===== config.mk =====
export PLATFORM = sky130hd
export DESIGN_NAME = multiplied4_stream
export DESIGN_NICKNAME = d
export VERILOG_FILES = /design/src/rtl/mult4_pkg.sv /design/src/rtl/multiplied4_stream_carry_shift_slice.sv /design/src/rtl/multiplied4_stream.sv
export SDC_FILE = /design/constraint.sdc
export NUM_CORES = 1
export LEC_CHECK = 0
export CAP_MARGIN = 30
export CELL_PAD_IN_SITES_DETAIL_PLACEMENT = 1
export CELL_PAD_IN_SITES_GLOBAL_PLACEMENT = 1
export CORE_UTILIZATION = 36
export DETAILED_ROUTE_END_ITERATION = 6
export GPL_ROUTABILITY_DRIVEN = 0
export PLACE_DENSITY_LB_ADDON = 0.1
export SLEW_MARGIN = 10
export SYNTH_ARGS = -nofsm -noshare
export SYNTH_HDL_FRONTEND = slang
export SYNTH_HIERARCHICAL = 1
export SYNTH_SLANG_ARGS = --single-unit

===== constraint.sdc =====
create_clock -name CLKin -period 1.7 [get_ports CLKin]
set_input_delay 0.425 -clock CLKin [delete_from_list [all_inputs] [get_ports CLKin]]
set_output_delay 0.425 -clock CLKin [all_outputs]
set_load 0.01 [all_outputs]

===== src/rtl/mult4_pkg.sv =====
// ---------------------------------------------------------------------------
// mult4_pkg
// Shared definitions for the x(2**SHIFT) byte-stream scaler and its
// divide-by-4 companion. Both blocks size their data paths from the same
// defaults, so they stay in step when one of them changes.
//   state_t          : burst FSM state (IDLE between bursts, RUN inside one)
//   DEF_WIDTH        : default byte width
//   DEF_SHIFT        : default scale exponent (factor = 2**DEF_SHIFT)
//   DEF_COUNT_W      : default width of the burst length counter
// ---------------------------------------------------------------------------
package mult4_pkg;

  typedef enum logic {
    IDLE = 1'b0,
    RUN  = 1'b1
  } state_t;

  localparam int DEF_WIDTH   = 8;
  localparam int DEF_SHIFT   = 2;
  localparam int DEF_COUNT_W = 8;

endpackage


===== src/rtl/multiplied4_stream_carry_shift_slice.sv =====
// ---------------------------------------------------------------------------
// carry_shift_slice
// Combinational left shift of one byte by SHIFT bits. The bits pushed out of
// the top become the carry for the next (more significant) byte, and the
// carry from the previous byte fills the vacated low bits.
// Ports:
//   byte_in    in   WIDTH   byte to scale
//   carry_in   in   SHIFT   bits carried out of the previous byte
//   byte_out   out  WIDTH   {byte_in[WIDTH-SHIFT-1:0], carry_in}
//   carry_out  out  SHIFT   byte_in[WIDTH-1:WIDTH-SHIFT]
// ---------------------------------------------------------------------------
module carry_shift_slice
  import mult4_pkg::*;
#(
  parameter int WIDTH = DEF_WIDTH,
  parameter int SHIFT = DEF_SHIFT
) (
  input  logic [WIDTH-1:0] byte_in,
  input  logic [SHIFT-1:0] carry_in,
  output logic [WIDTH-1:0] byte_out,
  output logic [SHIFT-1:0] carry_out
);

  assign byte_out  = {byte_in[WIDTH-SHIFT-1:0], carry_in};
  assign carry_out = byte_in[WIDTH-1:WIDTH-SHIFT];

endmodule


===== src/rtl/multiplied4_stream.sv =====
// ---------------------------------------------------------------------------
// multiplied4_stream
// Scales a multi-byte unsigned number, delivered LSB byte first as a
// data_valid burst, by 2**SHIFT. Every input byte is re-emitted one cycle
// later with the carry from the previous byte shifted in; after the burst
// ends one extra byte carrying the final carry is appended and flagged last.
// Ports:
//   CLKin           in   1        clock, rising edge
//   reset           in   1        synchronous, active-high
//   data_in         in   WIDTH    input byte, sampled when data_valid=1
//   data_valid      in   1        burst qualifier (burst = maximal run of 1s)
//   data_out        out  WIDTH    scaled byte (0 when not valid)
//   data_valid_out  out  1        data_out qualifier
//   data_last_out   out  1        appended carry byte marker
//   ovf_out         out  1        with data_last_out: carry byte nonzero
//   len_out         out  COUNT_W  with data_last_out: input byte count (saturating)
// ---------------------------------------------------------------------------
module multiplied4_stream
  import mult4_pkg::*;
#(
  parameter int WIDTH   = DEF_WIDTH,
  parameter int SHIFT   = DEF_SHIFT,
  parameter int COUNT_W = DEF_COUNT_W
) (
  input  logic               CLKin,
  input  logic               reset,
  input  logic [WIDTH-1:0]   data_in,
  input  logic               data_valid,
  output logic [WIDTH-1:0]   data_out,
  output logic               data_valid_out,
  output logic               data_last_out,
  output logic               ovf_out,
  output logic [COUNT_W-1:0] len_out
);

  state_t             state_q, state_d;
  logic [SHIFT-1:0]   carry_q, carry_d;
  logic [COUNT_W-1:0] cnt_q, cnt_d;

  logic [WIDTH-1:0]   data_out_q, data_out_d;
  logic               valid_q, valid_d;
  logic               last_q, last_d;
  logic               ovf_q, ovf_d;
  logic [COUNT_W-1:0] len_q, len_d;

  logic [SHIFT-1:0]   slice_carry_in;
  logic [WIDTH-1:0]   slice_byte_out;
  logic [SHIFT-1:0]   slice_carry_out;
  logic [COUNT_W-1:0] cnt_inc;

  // The first byte of a burst must not see a stale carry: feed zero in IDLE.
  assign slice_carry_in = (state_q == RUN) ? carry_q : '0;

  carry_shift_slice #(
    .WIDTH (WIDTH),
    .SHIFT (SHIFT)
  ) u_slice (
    .byte_in   (data_in),
    .carry_in  (slice_carry_in),
    .byte_out  (slice_byte_out),
    .carry_out (slice_carry_out)
  );

  // Saturating increment: the counter sticks at all-ones for long bursts.
  assign cnt_inc = (cnt_q == {COUNT_W{1'b1}}) ? cnt_q : cnt_q + COUNT_W'(1);

  always_comb begin
    state_d    = state_q;
    carry_d    = carry_q;
    cnt_d      = cnt_q;
    data_out_d = '0;
    valid_d    = 1'b0;
    last_d     = 1'b0;
    ovf_d      = 1'b0;
    len_d      = '0;

    unique case (state_q)
      IDLE: begin
        if (data_valid) begin
          state_d    = RUN;
          data_out_d = slice_byte_out;
          valid_d    = 1'b1;
          carry_d    = slice_carry_out;
          cnt_d      = COUNT_W'(1);
        end
      end
      RUN: begin
        if (data_valid) begin
          data_out_d = slice_byte_out;
          valid_d    = 1'b1;
          carry_d    = slice_carry_out;
          cnt_d      = cnt_inc;
        end else begin
          // Flush: the first idle cycle carries the final carry byte, so a
          // new burst can begin on the next cycle without any overlap.
          data_out_d = {{(WIDTH-SHIFT){1'b0}}, carry_q};
          valid_d    = 1'b1;
          last_d     = 1'b1;
          ovf_d      = (carry_q != '0);
          len_d      = cnt_q;
          carry_d    = '0;
          cnt_d      = '0;
          state_d    = IDLE;
        end
      end
      default: state_d = IDLE;
    endcase
  end

  always_ff @(posedge CLKin) begin
    if (reset) begin
      state_q    <= IDLE;
      carry_q    <= '0;
      cnt_q      <= '0;
      data_out_q <= '0;
      valid_q    <= 1'b0;
      last_q     <= 1'b0;
      ovf_q      <= 1'b0;
      len_q      <= '0;
    end else begin
      state_q    <= state_d;
      carry_q    <= carry_d;
      cnt_q      <= cnt_d;
      data_out_q <= data_out_d;
      valid_q    <= valid_d;
      last_q     <= last_d;
      ovf_q      <= ovf_d;
      len_q      <= len_d;
    end
  end

  assign data_out       = data_out_q;
  assign data_valid_out = valid_q;
  assign data_last_out  = last_q;
  assign ovf_out        = ovf_q;
  assign len_out        = len_q;

endmodule


# [Word level (Yosys, flattened, before mapping)]
# Index checks and enable logic that the tools add are counted.
[totals] reg_bits=30 latch_bits=0 ram_bits=0 romBits=0 in_bits=11 out_inout_bits=19 n_memories=0
[op_classes] add_sub_neg=1 mul=0 n_div=0 magnitude_cmp=0 n_eq_ne=3 n_shift=0 mux=14 n_bitwise=1 n_reduce_logical=4
[ops] op="$mux 8" count=5
[ops] op="$pmux 8 s2" count=2
[ops] op="$add 8x1->8 const B" count=1
[ops] op="$eq 8x8->1 const B" count=1
[ops] op="$mux 2" count=3
[ops] op="$pmux 2 s2" count=1
[ops] op="$ne 3x3->1 const B" count=1
[ops] op="$reduce_or 3->1" count=1
[ops] op="$mux 1" count=2
[ops] op="$ne 2x2->1 const B" count=1
[ops] op="$pmux 1 s2" count=1
[ops] op="$reduce_and 2->1" count=1
[ops] op="$reduce_bool 2->1" count=1
[ops] op="$reduce_or 2->1" count=1
[ops] op="$not 1->1" count=1

# [Longest topological paths before layout]
[logic_depth] word_depth=4 depth_mapped=5

# [Hierarchy]
# The synthesis kept the hierarchy.
[by_module_without_submodules] mod="multiplied4_stream" n_inst=1 cells_per_inst=117 area_per_inst_um2=1173.6 seq_area_each_um2=600.6
[by_module_without_submodules] mod="carry_shift_slice" n_inst=1 cells_per_inst=10 area_per_inst_um2=75.1 seq_area_each_um2=0.0

# [Worst setup path after synthesis]
# OpenSTA, ideal clock, no wires.
[synth_timing] path_type="flip-flop to flip-flop" startpoint="reg cnt_q[0]" endpoint="reg cnt_q[0]" setup_time_ns=0.074 arrival_time_ns=1.304 setup_slack_ns=0.322 path_stages_with_launch=6 path_buffers=1 period_less_slack_ns=1.378 cell_sequence="dfxtp_1 > ha_1 > and4_4 > buf_6 > a211o_1 > a31oi_1"
[synth_between] elab_chain_cells=4 elab_cells_between_ends=7 classes_between="1 x add/sub; 2 x eq/ne; 3 x mux; 1 x reduce/logical"
[synth_lines] item="start: declaration" line_no="multiplied4_stream.sv:38" rtl="logic [COUNT_W-1:0] cnt_q, cnt_d;"
[synth_lines] item="start signal: assignment" line_no="multiplied4_stream.sv:123" rtl="cnt_q <= cnt_d;"
[synth_lines] item="$add 8x1->8" line_no="multiplied4_stream.sv:65" rtl="assign cnt_inc = (cnt_q == {COUNT_W{1'b1}}) ? cnt_q : cnt_q + COUNT_W'(1);"
[synth_lines] item="$mux 8" line_no="multiplied4_stream.sv:65"
[synth_lines] item="$mux 8" line_no="multiplied4_stream.sv:88" rtl="if (data_valid) begin"
[synth_lines] item="$pmux 8 s2" line_no="multiplied4_stream.sv:77" rtl="unique case (state_q)"
# Several ways; a longest one is shown, not always the timed one. The select of a mux whose other input is x is not followed.
# A chain may end at the register's enable or synchronous reset.

# [Worst setup path in the final report]
[layout_timing] startpoint="reg data_out_q[6] (netlist: data_out[6])" endpoint="out data_out[6]"
[layout_rtl] item="start: declaration" line_no="multiplied4_stream.sv:40" rtl="logic [WIDTH-1:0] data_out_q, data_out_d;"
[layout_rtl] item="start signal: assignment" line_no="multiplied4_stream.sv:124" rtl="data_out_q <= data_out_d;"
[layout_rtl] item="end: declaration" line_no="multiplied4_stream.sv:29" rtl="output logic [WIDTH-1:0] data_out,"
# No word-level cell between the ends.

==> out/results.txt <==
Status -> complete, no violations
Max Fanout on Critical Path -> 1
Tmin final -> 1600 ps
Initial antenna violation count -> 0
GR Overflow Total -> 0
First-pass GRT wire length -> 4.34 mm
Pre-antenna DRT Iters -> 4
Ant diodes -> 0
Synthesized area per cell -> 9.83 sq um
Max Clk Rate -> 0.625 GHz
# resized after CTS -> 0
CTS root buf -> clkbuf_4
RSZ-0062 raised after global routing -> no
#FFs+latches synth -> 30
Layout cells sized above 1 -> 15.9%
Worst path top cell family by delay -> buffers and inverters
Rows -> 21
Number of buffers created by CTS -> 5
CTS H-tree depth -> 2
Cells after synthesis -> 127
Fin. Hold Viols -> 0
CP max-delay cell -> clkdlybuf4s50_1
Sequential power share -> 57.2%
Commonest non-fill, non-tap cell in the layout -> dfxtp_1
Boundary pin count -> 30
Worst VDD drop -> 0.347 mV
Net Switching -> 0.287 mW
Die X -> 60.9 microns
WL per Instance -> 13.5 microns
Commonest non-fill, non-tap cells in the layout -> dfxtp_1, clkdlybuf4s50_1, and2_1, buf_4, and3_1
Compound-Gate Fraction of Synth Area -> 14.8%
Crit path arrival time -> 1170 ps
Min-Delay Path Class -> reg -> reg
Post-CTS Setup Inserts -> 0
Post-DP HPWL -> 2.10 mm
Synth Area in Simple Gates -> 22.3%
R2R depth -> 4
Clock transition at path regs -> 90 ps
Starting density of the core -> 37.4%
Final Max Tran Viols -> 0
Pwr Total -> 1.27 mW
CP Depth -> 1
PD cells -> 794 nW/um^2
Gate power share -> 9.2%
Primary FF master, synth -> dfxtp_1
WHS Path Cells -> 2
Req. time, crit path -> 1270 ps
Max_slew headroom -> 78.5%
Worst-margin pin slew -> 321 ps
Critical path startpoint category -> flip-flop
Internal power -> 0.986 mW
Multiplexer share of the synthesized area -> 1.60%
Yosys cell types -> 36
Maximum buffer depth of the clock tree -> 2
Die footprint -> 3710 sq um
Clock skew -> 7.31 ps
Post-Syn Nets -> 139
Post-synthesis xor/xnor area fraction -> 0%
Net Sw Frac -> 22.5%
Routed wire length -> 2.75 mm
Mapped cell area -> 1250 sq um
GRT met1 Usage -> 21.3%
Clk sinks -> 30
Port Buffer Count -> 29
CP Capture Type -> primary output
DRT iter0 DRCs -> 11
Hold buffers post-CTS -> 0
Largest family of logic cells by synthesized area -> simple AND/OR/NAND/NOR gates
Max stage delay on crit path -> 530 ps
Final-stage net count -> 168
Number of enable flip-flop cells after synthesis -> 0
FFs w/ async S/R, synth -> 0%
GRT Util Overall -> 16.7%
Worst skew pair latency -> 320 ps
Post-Synth Adder-Cell Area -> 1.00%
Die height -> 60.9 microns
FILL cells -> 395
Final setup vio count -> 0
Post-synthesis sequential area ratio -> 48.1%
Largest net degree at the start of global routing -> 12
Crit Path Category -> reg -> out
Final critical-path share of the clock period -> 94.1%
Vias -> 989
Leakage -> 0.637 nW
DRC -> 0
GRT busiest layer -> met2
Vias per inst -> 4.87
Synthesis Warnings -> 6
Setup TNS -> 0 ps
Detail Route Antenna Nets -> 0
Worst path cell trace -> clkdlybuf4s50_1
Core area -> 3340 sq um
Grt met3 use -> 5.97%
Vias in the first global route -> 923
TritonCTS clock tree -> done
Area grow syn2layout -> 28.4%
Max-cap violations -> 0
GR met2 Demand/Resource -> 25.6%
Clock power frac -> 33.6%
CP Buf/Inv Count -> 1
==> power by group through the flow <==
| stage | combinational [mW] | clock, mW | sequential [mW] |
|---|---|---|---|
| after detailed placement | 0.117 | 0 | 0.745 |
| after global routing | 0.128 | 0.481 | 0.731 |
| after floorplan | 0.0604 | 0 | 0.746 |
| after CTS | 0.118 | 0.451 | 0.729 |
| final | 0.117 | 0.427 | 0.729 |
| after global placement | 0.114 | 0 | 0.744 |
==> state kept, by name (all words and copies together) (netlist names) <==
name,flops
ovf_out,1
data_last_out,1
data_out,8
len_out,8
state_q,1
carry_q,2
data_valid_out,1
cnt_q,8
==> routing by layer <==
layer | routed length, microns | share of wire (%)
met1 | 1330 | 49
met2 | 1230 | 45
met3 | 146 | 5.3
met4 | 34 | 1.2
met5 | 0 | 0
==> cell type report <==
cell class              count  area, sq um  area share, %
multi-input cells          75          497           31.0
inverters                   4         15.0          0.937
clock inverters             1         5.00          0.312
well taps                  46         57.6           3.59
repair buffers             40          373           23.3
clock buffers               7         55.1           3.43
flip-flops and latches     30          601           37.5
==> kinds of logic (layout without fill, tap and decap cells) <==
logic type,after synthesis,in the layout
and+or+nand+nor,48,48
buffers and inverters,22,52
muxes,2,2
AOI/OAI and AO/OA,24,24
DFF,30,30
adders and majority gates,1,1
==> worst paths after layout <==
path                                             start               endpoint  slack (ps)
worst max-delay path            data_out[6]$_SDFF_PP0_            data_out[6]         100
worst min register to register   cnt_q[4]$_SDFFE_PP0P_  cnt_q[4]$_SDFFE_PP0P_         530
worst min-delay path             cnt_q[4]$_SDFFE_PP0P_  cnt_q[4]$_SDFFE_PP0P_         530
worst max register to register   cnt_q[0]$_SDFFE_PP0P_  cnt_q[5]$_SDFFE_PP0P_         180
==> stage by stage <==
step	instances	util (%)	instance area [sq um]	worst slack (ps)	hold slack, ps
2_1_floorplan	127	-	1250	322	452
3_3_place_gp	195	46.2	1540	-41.2	508
3_5_place_dp	195	46.2	1540	-125	513
4_1_cts	203	48.0	1600	71.9	537
5_1_grt	203	48.0	1600	47.8	564
6_report	203	48.0	1600	101	529
==> synth_stat cells, drive strengths merged (2+ instances only) <==
| cell type | instances | area (sq um) |
|---|---|---|
| buf | 16 | 129 |
| and2 | 12 | 76.3 |
| a31oi | 4 | 25.0 |
| a21oi | 4 | 20.0 |
| and3 | 11 | 70.1 |
| nor2 | 8 | 30.0 |
| and4 | 2 | 20.0 |
| nor3 | 2 | 10.0 |
| nor3b | 2 | 15.0 |
| a211o | 2 | 17.5 |
| dfxtp | 30 | 601 |
| nand4 | 2 | 12.5 |
| a211oi | 5 | 42.5 |
| mux2i | 2 | 20.0 |
| a41oi | 2 | 17.5 |
| inv | 4 | 15.0 |
| clkbuf | 2 | 7.51 |
| nand2 | 5 | 18.8 |
No activity file was read; power rests on OpenSTA's default activity.
